**src/rtl/wb_pkg.sv**
```systemverilog
// Shared types and constants for the writeback arbiter slice.
package wb_pkg;

    // Data width carried by a queued writeback request.
    localparam int WB_XLEN = 32;

    // Register x0 is hard-wired to zero and never written.
    localparam logic [4:0] REG_ZERO = 5'd0;

    typedef struct packed {
        logic [4:0]         rd;
        logic [WB_XLEN-1:0] data;
    } wb_req_t;

endpackage

```
**src/rtl/wb_fifo.sv**
```systemverilog
// Synchronous FIFO of writeback requests; DEPTH must be a power of two so the
// pointers wrap naturally.
module wb_fifo
    import wb_pkg::*;
#(
    parameter int DEPTH = 2
) (
    input  logic    clk,
    input  logic    reset,
    input  logic    push,
    input  logic    pop,
    input  wb_req_t din,
    output logic    full,
    output logic    empty,
    output wb_req_t head
);

    localparam int PW = (DEPTH > 1) ? $clog2(DEPTH) : 1;
    localparam int CW = $clog2(DEPTH + 1);
    localparam logic [CW-1:0] COUNT_FULL = CW'(DEPTH);

    wb_req_t       mem [DEPTH];
    logic [PW-1:0] wr_ptr;
    logic [PW-1:0] rd_ptr;
    logic [CW-1:0] count;
    logic          push_ok;
    logic          pop_ok;

    // Status flags and qualified push/pop strobes.
    always_comb begin
        full    = (count == COUNT_FULL);
        empty   = (count == '0);
        push_ok = push && !full;
        pop_ok  = pop && !empty;
        head    = mem[rd_ptr];
    end

    // Storage write; contents need no reset since count gates visibility.
    always_ff @(posedge clk) begin
        if (push_ok) begin
            mem[wr_ptr] <= din;
        end
    end

    // Pointer and occupancy tracking.
    always_ff @(posedge clk) begin
        if (reset) begin
            wr_ptr <= '0;
            rd_ptr <= '0;
            count  <= '0;
        end else begin
            if (push_ok) begin
                wr_ptr <= wr_ptr + 1'b1;
            end
            if (pop_ok) begin
                rd_ptr <= rd_ptr + 1'b1;
            end
            case ({push_ok, pop_ok})
                2'b10:   count <= count + 1'b1;
                2'b01:   count <= count - 1'b1;
                default: count <= count;
            endcase
        end
    end

endmodule

```
**src/rtl/wb_arbiter.sv**
```systemverilog
// Writeback-port arbiter: merges single-cycle ALU results and queued
// long-latency results into the registered regfile write port, with a
// starvation counter that eventually forces the queue head through.
module wb_arbiter
    import wb_pkg::*;
#(
    parameter int XLEN         = 32,
    parameter int FIFO_DEPTH   = 2,
    parameter int STARVE_LIMIT = 4
) (
    input  logic            clk,
    input  logic            reset,
    input  logic            alu_valid,
    input  logic [4:0]      alu_rd,
    input  logic [XLEN-1:0] alu_data,
    output logic            alu_stall,
    input  logic            lu_valid,
    output logic            lu_ready,
    input  logic [4:0]      lu_rd,
    input  logic [XLEN-1:0] lu_data,
    output logic            we3,
    output logic [4:0]      a3,
    output logic [XLEN-1:0] wd3,
    output logic            lu_pending
);

    localparam int SW = $clog2(STARVE_LIMIT + 1);
    localparam logic [SW-1:0] STARVE_MAX = SW'(STARVE_LIMIT);

    logic          fifo_full;
    logic          fifo_empty;
    logic          fifo_push;
    logic          fifo_pop;
    wb_req_t       fifo_head;
    wb_req_t       lu_req;
    logic [SW-1:0] starve_cnt;
    logic          wr_en;
    wb_req_t       wr_req;

    wb_fifo #(
        .DEPTH(FIFO_DEPTH)
    ) u_fifo (
        .clk  (clk),
        .reset(reset),
        .push (fifo_push),
        .pop  (fifo_pop),
        .din  (lu_req),
        .full (fifo_full),
        .empty(fifo_empty),
        .head (fifo_head)
    );

    // Handshake and stall signals, derived from registered state only.
    always_comb begin
        lu_pending = !fifo_empty;
        lu_ready   = !reset && !fifo_full;
        alu_stall  = !reset && lu_pending && (starve_cnt == STARVE_MAX);
        fifo_push  = lu_valid && lu_ready && (lu_rd != REG_ZERO);
        lu_req     = '{rd: lu_rd, data: lu_data};
    end

    // Priority selection: starved queue head, then ALU, then queue head.
    always_comb begin
        fifo_pop = 1'b0;
        wr_en    = 1'b0;
        wr_req   = '0;
        if (alu_stall) begin
            fifo_pop = 1'b1;
            wr_en    = 1'b1;
            wr_req   = fifo_head;
        end else if (alu_valid && (alu_rd != REG_ZERO)) begin
            wr_en  = 1'b1;
            wr_req = '{rd: alu_rd, data: alu_data};
        end else if (lu_pending) begin
            fifo_pop = 1'b1;
            wr_en    = 1'b1;
            wr_req   = fifo_head;
        end
    end

    // Starvation counter: counts ALU wins over a waiting queue head.
    always_ff @(posedge clk) begin
        if (reset || fifo_empty) begin
            starve_cnt <= '0;
        end else if (fifo_pop) begin
            starve_cnt <= '0;
        end else if (wr_en && (starve_cnt < STARVE_MAX)) begin
            starve_cnt <= starve_cnt + 1'b1;
        end
    end

    // Registered regfile write port; address/data hold when idle.
    always_ff @(posedge clk) begin
        if (reset) begin
            we3 <= 1'b0;
            a3  <= '0;
            wd3 <= '0;
        end else if (wr_en) begin
            we3 <= 1'b1;
            a3  <= wr_req.rd;
            wd3 <= wr_req.data;
        end else begin
            we3 <= 1'b0;
        end
    end

endmodule

```
**config.mk**
```make
export PLATFORM = sky130hd
export DESIGN_NAME = wb_arbiter
export DESIGN_NICKNAME = d
export VERILOG_FILES = /design/src/rtl/wb_pkg.sv /design/src/rtl/wb_fifo.sv /design/src/rtl/wb_arbiter.sv
export SDC_FILE = /design/constraint.sdc
export NUM_CORES = 1
export LEC_CHECK = 0
export CORE_ASPECT_RATIO = 2
export CORE_MARGIN = 2
export CORE_UTILIZATION = 35
export CTS_CLUSTER_DIAMETER = 150
export DETAILED_ROUTE_END_ITERATION = 8
export DONT_BUFFER_PORTS = 1
export MAX_ROUTING_LAYER = met4
export PLACE_DENSITY = 0.55
export SETUP_SLACK_MARGIN = 0.2
export SYNTH_ARGS = -nofsm -noshare
export SYNTH_HDL_FRONTEND = slang
export SYNTH_SLANG_ARGS = --single-unit
```
**constraint.sdc**
```tcl
create_clock -name clk -period 3.6 [get_ports clk]
set_input_delay 0.18 -clock clk [delete_from_list [all_inputs] [get_ports clk]]
set_output_delay 0.18 -clock clk [all_outputs]
set_load 0.01 [all_outputs]
```
==> flow_summary_export.csv, run 1 <==
group,metric,value,unit
synthesis,seq_area_frac_synth,63.7,%
global_route,grt_pass1_wl,17.6,mm
cells_and_area,fillers,1271,
floorplan,core_area,13800,um^2
power,irDropWorstVdd,0.485,mV
critical_path,rrSetupSlack,1220,ps
global_route,grt_remaining_overflow,0,
timing,fin_crit_sh,66.1,%
routing,drc,0,
power,p_leak,2.30,nW
critical_path,arrival,2720,ps
critical_path,worstSetupPathType,"reg -> reg",
synthesis,ys.flop_type,"edfxtp_1",
timing,worst_slew_pin_slew,999,ps
power,switching_power,1.17,mW
hold_path,min_from,"alu_rd[3]",
cts,cts-root-buf,"clkbuf_16",
timing,hold_viol,0,
placed_design,post-place-ws,1210,ps
floorplan,die-area,15100,um^2
critical_path,worst-path-buf-inv,1,
routing,first_iter_violations,145,
synthesis,synth-edff-count,74,
timing,final.setup.tns,0,ps
routing,wl,11.3,mm
critical_path,worstReg2RegStart,"u_fifo.count[0]",
routing,vias,3208,
critical_path,endpoint_kind,"register",
floorplan,ios,119,
power,comb_power_share,17.2,%
critical_path,crit_chain,"or2_2 -> a21oi_1 -> inv_1 -> ha_1 -> or3_1 -> a21oi_1",
hold_path,hp-class,"in -> reg",
cts,path_clk_slew,60,ps
cts,cts.sinks,120,
cells_and_area,area_growth,30.0,%
hold_path,min_to,"a3[3]",
floorplan,die_h,172,um
routing,wl_per_cell,17.3,um
routing,ant_nets,0,
cts,cts_setup_buffers,0,
cts,insertion_delay,410,ps
placed_design,io_buffers,0,
synthesis,avgSynthCellArea,13.0,um^2
timing,fin_skew,8.85,ps
floorplan,fp-row-count,61,
cts,cts.htree.levels,4,
run,cap_violations,0,
routing,viasPerCell,4.91,
power,p_seq_share,42.8,%
synthesis,yosys_warnings,0,
critical_path,required,3940,ps
cells_and_area,stdcell_count,654,
placed_design,gp_congestion,0.718,
cts,cts_buffers,17,
synthesis,synth.distinct_cells,38,
critical_path,crit_path_max_fanout,39,
timing,setup_ws,1220,ps
cts,cts_tree,"done",
cells_and_area,layout.nets,533,
critical_path,r2r_cells,6,
power,p_per_area,657,nW/um^2
cts,cts_max_path_buffers,2,
timing,max_freq,420,MHz
critical_path,crit_path_start_kind,"register",
synthesis,synth-seq-cells,120,
power,p_clk_share,40.1,%
timing,rsz0062_at_grt,"false",
timing,setup_viol,0,
critical_path,crit_top_cell,"a21oi_1",
critical_path,crit_slowest_cell,"or2_2",
cells_and_area,antenna_cells,0,
cells_and_area,layout-drive-gt1-share,17.8,%
synthesis,syn_nets,461,
timing,timing.hold.ws,37.8,ps
critical_path,max_stage_delay,610,ps
timing,max_slew_margin,33.2,%
global_route,antenna_found_initial,0,
timing,finalWorstPathRequiredPeriod,2380,ps
placed_design,dp_cells,549,
outcome,outcome,"finished, final reports clean",
synthesis,synthCells,380,
cells_and_area,final_common_cell,"edfxtp_1",
power,p_int,3.04,mW
floorplan,die_w,88.0,um
global_route,grt_start_max_net_pins,44,
power,power,4.22,mW
critical_path,cp_top_family,"simple AND/OR/NAND/NOR gates",
global_route,grt_use_total,16.2,%
cells_and_area,final_cell_mix,"edfxtp_1, dlygate4sd3_1, dfxtp_1",
global_route,grt_pass1_vias,3491,
timing,slew_viol_final,0,
routing,dr.pass1.iters,6,
placed_design,dp_hpwl,6.84,mm
synthesis,synth_area,4940,um^2
hold_path,holdPathStages,3,
floorplan,initial_core_util,35.7,%
synthesis,async_reset_ff_share,0,%
power,p_sw_share,27.8,%
critical_path,r2r_end,"u_fifo.count[1]",
==> layout make-up <==
type                    count  area, um^2  share of cell area [%]
well taps                 189         236                    3.68
flip-flops and latches    120        3140                    49.0
repair buffers             77         773                    12.0
inverters                   7        26.3                   0.409
clock inverters            11         120                    1.87
multi-input cells         229        1640                    25.5
clock buffers              21         482                    7.51
==> registers in the layout, indices dropped and copies added (netlist names), named ones only <==
register       cells
u_fifo.mem        74
u_fifo.wr_ptr      1
u_fifo.rd_ptr      1
a3                 5
wd3               32
u_fifo.count       2
we3                1
starve_cnt         3
==> metrics by stage <==
stage,instance area (um^2),util (%)
CTS,6420,46.5
global route,6420,46.5
floorplan,4940,-
finish,6420,46.5
detailed placement,5080,36.8
global placement,5080,36.8
==> worst max-delay path by stage <==
stage                          from          endpoint  slack [ps]  cells after the start
CTS                 u_fifo.count[0]   u_fifo.count[1]        1200                      6
global placement    u_fifo.count[0]   u_fifo.count[1]        1240                      6
global route        u_fifo.count[0]   u_fifo.count[1]        1040                      6
detailed placement  u_fifo.count[0]   u_fifo.count[1]        1210                      6
floorplan                     reset  u_fifo.mem[1][0]         510                      6
finish              u_fifo.count[0]   u_fifo.count[1]        1220                      6
==> metal layers <==
metal | track usage (%) | up-vias | share of wire (%)
met5 | - | - | 0
met4 | 6.56 | 0 | 1.3
met3 | 4.63 | 9 | 4.6
met2 | 28.1 | 78 | 55
met1 | 17.1 | 1581 | 39
li1 | - | 1540 | -
==> synth_stat cells (3+ instances only) <==
cell type  instances  area (um^2)
edfxtp_1          74         2220
dfxtp_1           46          921
nor2_1            43          161
o21ai_0           40          200
mux2i_1           36          360
and3_1            35          219
nor3_2            35          350
clkbuf_1          12         45.0
buf_6              7         78.8
inv_1              7         26.3
nor3_1             4         20.0
a21oi_1            3         15.0
buf_2              3         15.0
ha_1               3         37.5
mux2_2             3         33.8
==> worst min-delay path, cell delays in order <==
cell,delay [ps]
o21ai_0,60
o31ai_1,70
o2bb2ai_1,100
==> repair_timing <==
action                                 4_1_cts  5_1_grt
endpoints found under the hold margin      114        0
hold buffers                                73        0
resized for setup                            0        0
==> kinds of logic after synthesis <==
family / after synthesis / share of synthesized area (%)
buffers and inverters: 31 / 3.50
multiplexers: 39 / 7.98
AND/OR/NAND/NOR: 128 / 16.7
adder cells (fa/ha/maj): 3 / 0.761
AO/OA/AOI/OAI: 56 / 6.89
XOR/XNOR: 3 / 0.532
flip-flops: 120 / 63.7
==> power groups by stage <==
stage / registers, mW / clock network (mW) / logic, mW
after detailed placement: 1.83 / 0 / 0.664
after CTS: 1.80 / 1.73 / 0.739
after global routing: 1.83 / 1.79 / 0.806
after floorplan: 1.76 / 0 / 0.570
after global placement: 1.83 / 0 / 0.652
final: 1.80 / 1.69 / 0.724
(Power assumes the default switching activity.)
==> run 2, diff against run 1 <==
- PLACE_DENSITY: 0.55 -> 0.57
- clock period: 3.6 -> 2 ns (I/O delays scaled with it)
==> flow_summary_export.csv, run 2 (same netlist as run 1, synthesis figures left out) <==
group,metric,value,unit
outcome,outcome,"finished, final reports clean",
critical_path,rrSetupSlack,190,ps
run,cap_violations,0,
timing,max_freq,553,MHz
timing,slew_viol_final,0,
global_route,grt_remaining_overflow,0,
cts,path_clk_slew,60,ps
cts,cts_max_path_buffers,2,
placed_design,io_buffers,0,
timing,fin_skew,8.09,ps
power,irDropWorstVdd,0.734,mV
timing,finalWorstPathRequiredPeriod,1810,ps
cells_and_area,final_cell_mix,"dlygate4sd3_1, edfxtp_1, nor2_1, dfxtp_1, o21ai_0",
cells_and_area,layout-drive-gt1-share,23.4,%
cells_and_area,regMostFlops,"u_fifo.mem",
critical_path,worstReg2RegStart,"starve_cnt[0]",
critical_path,r2r_cells,10,
hold_path,hp-class,"in -> reg",
floorplan,ios,119,
routing,viasPerCell,5.01,
timing,hold_viol,0,
power,power,8.07,mW
critical_path,required,2330,ps
routing,first_iter_violations,179,
global_route,grt_start_max_net_pins,74,
routing,wl,12.0,mm
cells_and_area,layout.nets,551,
cells_and_area,antenna_cells,0,
cells_and_area,final_common_cell,"dlygate4sd3_1",
floorplan,die_h,172,um
cts,cts-root-buf,"clkbuf_16",
timing,max_slew_margin,70.1,%
timing,rsz0062_at_grt,"true",
cts,cts.sinks,120,
cells_and_area,area_growth,36.6,%
floorplan,die_w,88.0,um
power,p_leak,2.41,nW
hold_path,min_from,"alu_rd[0]",
critical_path,crit_path_start_kind,"register",
timing,final.setup.tns,0,ps
cts,insertion_delay,410,ps
critical_path,endpoint_kind,"register",
critical_path,crit_path_max_fanout,3,
floorplan,initial_core_util,35.7,%
critical_path,worstSetupPathType,"reg -> reg",
routing,drc,0,
floorplan,fp-row-count,61,
floorplan,core_area,13800,um^2
routing,wl_per_cell,17.8,um
global_route,antenna_found_initial,0,
power,p_per_area,1200,nW/um^2
critical_path,arrival,2140,ps
floorplan,die-area,15100,um^2
global_route,grt_use_total,16.8,%
critical_path,cp-startpoint,"starve_cnt[0]",
cts,cts_buffers,17,
routing,dr.pass1.iters,4,
cells_and_area,largestRegisters,"u_fifo.mem: 74 flops, wd3: 32 flops, a3: 5 flops",
hold_path,holdPathStages,3,
cts,cts.htree.levels,4,
timing,worst_slew_pin_slew,445,ps
cells_and_area,largest_reg_flops,74,
routing,vias,3367,
timing,setup_viol,0,
global_route,grt_pass1_wl,18.5,mm
placed_design,dp_hpwl,7.14,mm
timing,fin_crit_sh,90.4,%
cts,cts_tree,"done",
placed_design,gp_congestion,0.827,
routing,ant_nets,0,
global_route,grt_pass1_vias,3597,
[run 2: timing repair]
action | CTS | global route
setup buffers | 2 | 5
resized for setup | 3 | 15
hold buffers | 76 | 0
hold endpoints to repair | 117 | 0
cloned | 0 | 0
setup endpoints to repair | 1 | 2
pin swaps | 2 | 8
[run 2: final cells by class]
class	instances	area [um^2]
clock inverters	12	174
flip-flops and latches	120	3150
fillers	1205	7070
clock buffers	20	447
inverters	7	30.0
multi-input cells	229	1720
well taps	189	236
repair buffers	95	978
[run 2: worst max-delay path, cell delays in order (launching register included)]
cell and delay [ps]:
dfxtp_2 350, inv_2 50, ha_4 150, nand2_4 70, nor2_4 50, a21oi_2 160, inv_2 70, ha_4 180
xnor2_4 140, or3_4 370, a21oi_2 140
[run 2: path summary, 6_finish.rpt]
kind,endpoint
hold / removal,a3[3]
hold reg to reg,starve_cnt[1]
setup reg to reg,u_fifo.count[1]
setup / recovery,u_fifo.count[1]
[run 2: stage by stage]
stage          utilization [%]  hold WS [ps]  cell area (um^2)  worst slack (ps)  cells
6_report                  48.8          14.5              6740               192    672
5_1_grt                   48.8          12.5              6740               171    672
4_1_cts                   48.1          5.03              6650               204    667
3_5_place_dp              38.0           177              5250              86.8    557
3_3_place_gp              38.0           172              5250               158    557
2_1_floorplan                -           199              5000               191    380
[run 2: layer usage]
metal | vias up | part of all wire [%] | wire length (um) | track usage [%]
met5 | - | 0 | 0 | -
met4 | 0 | 2.6 | 308 | 7.83
met3 | 16 | 4.5 | 541 | 3.29
met2 | 91 | 55 | 6630 | 28.9
met1 | 1679 | 38 | 4500 | 18.2
li1 | 1581 | - | - | -
[run 2: power by group]
part	internal, mW	total [mW]	leakage [nW]	switching [mW]
Sequential	2.95	3.25	1.06	0.302
Clock	2.11	3.21	0.294	1.10
Combinational	0.769	1.61	1.05	0.842
==> run 3, diff against run 2 <==
- HOLD_SLACK_MARGIN: unset -> 0.08
==> flow_summary_export.csv, run 3 (same netlist as run 1, synthesis figures left out) <==
group,metric,value,unit
timing,finalWorstPathRequiredPeriod,1800,ps
timing,max_freq,554,MHz
cells_and_area,final_cell_mix,"dlygate4sd3_1, edfxtp_1, nor2_1, dfxtp_1, o21ai_0",
power,p_per_area,1200,nW/um^2
cts,path_clk_slew,50,ps
cts,cts_tree,"done",
global_route,antenna_found_initial,0,
cells_and_area,regMostFlops,"u_fifo.mem",
critical_path,cp-startpoint,"starve_cnt[0]",
timing,worst_slew_pin_slew,451,ps
critical_path,worstSetupPathType,"reg -> reg",
floorplan,die-area,15100,um^2
cells_and_area,layout.nets,552,
global_route,grt_pass1_vias,3604,
cts,cts_buffers,17,
floorplan,die_h,172,um
timing,rsz0062_at_grt,"true",
cts,cts.htree.levels,4,
critical_path,arrival,2130,ps
cells_and_area,layout-drive-gt1-share,23.3,%
cells_and_area,fin_util,48.9,%
placed_design,io_buffers,0,
hold_path,holdPathStages,3,
global_route,grt_remaining_overflow,0,
floorplan,die_w,88.0,um
critical_path,rrSetupSlack,200,ps
placed_design,dp_hpwl,7.14,mm
cells_and_area,final_area,6760,um^2
power,irDropWorstVdd,0.734,mV
routing,ant_nets,0,
placed_design,dpl-instance-area,5250,um^2
global_route,grt_start_max_net_pins,74,
cts,insertion_delay,410,ps
cts,cts_max_path_buffers,2,
critical_path,required,2330,ps
global_route,grt_use_total,16.8,%
critical_path,worstReg2RegStart,"starve_cnt[0]",
cells_and_area,largest_reg_flops,74,
run,cap_violations,0,
critical_path,crit_path_max_fanout,3,
hold_path,hp-class,"in -> reg",
timing,final.setup.tns,0,ps
routing,vias,3370,
timing,max_slew_margin,69.7,%
routing,first_iter_violations,185,
critical_path,endpoint_kind,"register",
timing,slew_viol_final,0,
timing,fin_skew,8.07,ps
cells_and_area,largestRegisters,"u_fifo.mem: 74 flops, wd3: 32 flops, a3: 5 flops",
floorplan,core_area,13800,um^2
routing,wl_per_cell,17.8,um
cells_and_area,final_common_cell,"dlygate4sd3_1",
floorplan,fp-row-count,61,
routing,viasPerCell,5.01,
timing,hold_viol,0,
critical_path,r2r_cells,10,
floorplan,initial_core_util,35.7,%
power,p_leak,2.42,nW
hold_path,min_from,"lu_valid",
power,power,8.08,mW
timing,fin_crit_sh,90.2,%
cts,cts.sinks,120,
cts,cts-root-buf,"clkbuf_16",
placed_design,gp_congestion,0.827,
routing,wl,12.0,mm
cells_and_area,antenna_cells,0,
outcome,outcome,"finished, final reports clean",
timing,setup_viol,0,
routing,dr.pass1.iters,4,
critical_path,crit_path_start_kind,"register",
cells_and_area,area_growth,36.9,%
global_route,grt_pass1_wl,18.5,mm
routing,drc,0,
floorplan,ios,119,
run 3: cell types whose count changed in the layout (fill, tap and decap cells not counted), sizes merged:
cell / delta
dlymetal6s4s: +1
run 3: layout make-up:
cell class,instances,area (um^2)
clock inverters,12,174
clock buffers,20,447
inverters,7,30.0
flip-flops and latches,120,3150
multi-input cells,229,1720
well taps,189,236
fillers,1205,7060
repair buffers,96,991
run 3: layer usage:
layer / GRT usage (%) / vias to the layer above / wire (um) / part of all wire (%)
met5: - / - / 0 / 0
met4: 7.83 / 0 / 308 / 2.6
met3: 3.34 / 16 / 527 / 4.4
met2: 28.9 / 101 / 6610 / 55
met1: 18.2 / 1669 / 4530 / 38
li1: - / 1584 / - / -
run 3: final timing paths:
path | endpoint
worst max-delay path | u_fifo.count[1]
worst min-delay path | u_fifo.wr_ptr
worst max register to register | u_fifo.count[1]
worst min register to register | starve_cnt[1]
run 3: critical path: stages, from the launching register on:
cell     delay [ps]
dfxtp_2         350
inv_2            50
ha_4            150
nand2_4          70
nor2_4           50
a21oi_2         160
inv_2            70
ha_4            180
xnor2_4         140
or3_4           370
a21oi_2         140
run 3: power breakdown:
part | switching (mW) | leakage, nW | total [mW] | internal [mW]
clock network | 1.09 | 0.294 | 3.21 | 2.11
registers | 0.303 | 1.06 | 3.25 | 2.95
logic | 0.848 | 1.07 | 1.63 | 0.778
run 3: what timing repair did:
action | 4_1_cts | 5_1_grt
gates cloned | 0 | 0
buffers inserted | 2 | 5
hold buffers | 77 | 0
resized for setup | 3 | 16
setup endpoints to repair | 1 | 2
hold endpoints to repair | 120 | 0
pin swaps | 2 | 8
run 3: per-stage QoR:
step / setup WS, ps / hold WS (ps) / std cells
after floorplan: 191 / 199 / 380
after global placement: 158 / 172 / 557
after detailed placement: 86.8 / 177 / 557
after CTS: 204 / 81.1 / 668
after global routing: 173 / 98.0 / 673
final: 195 / 95.2 / 673
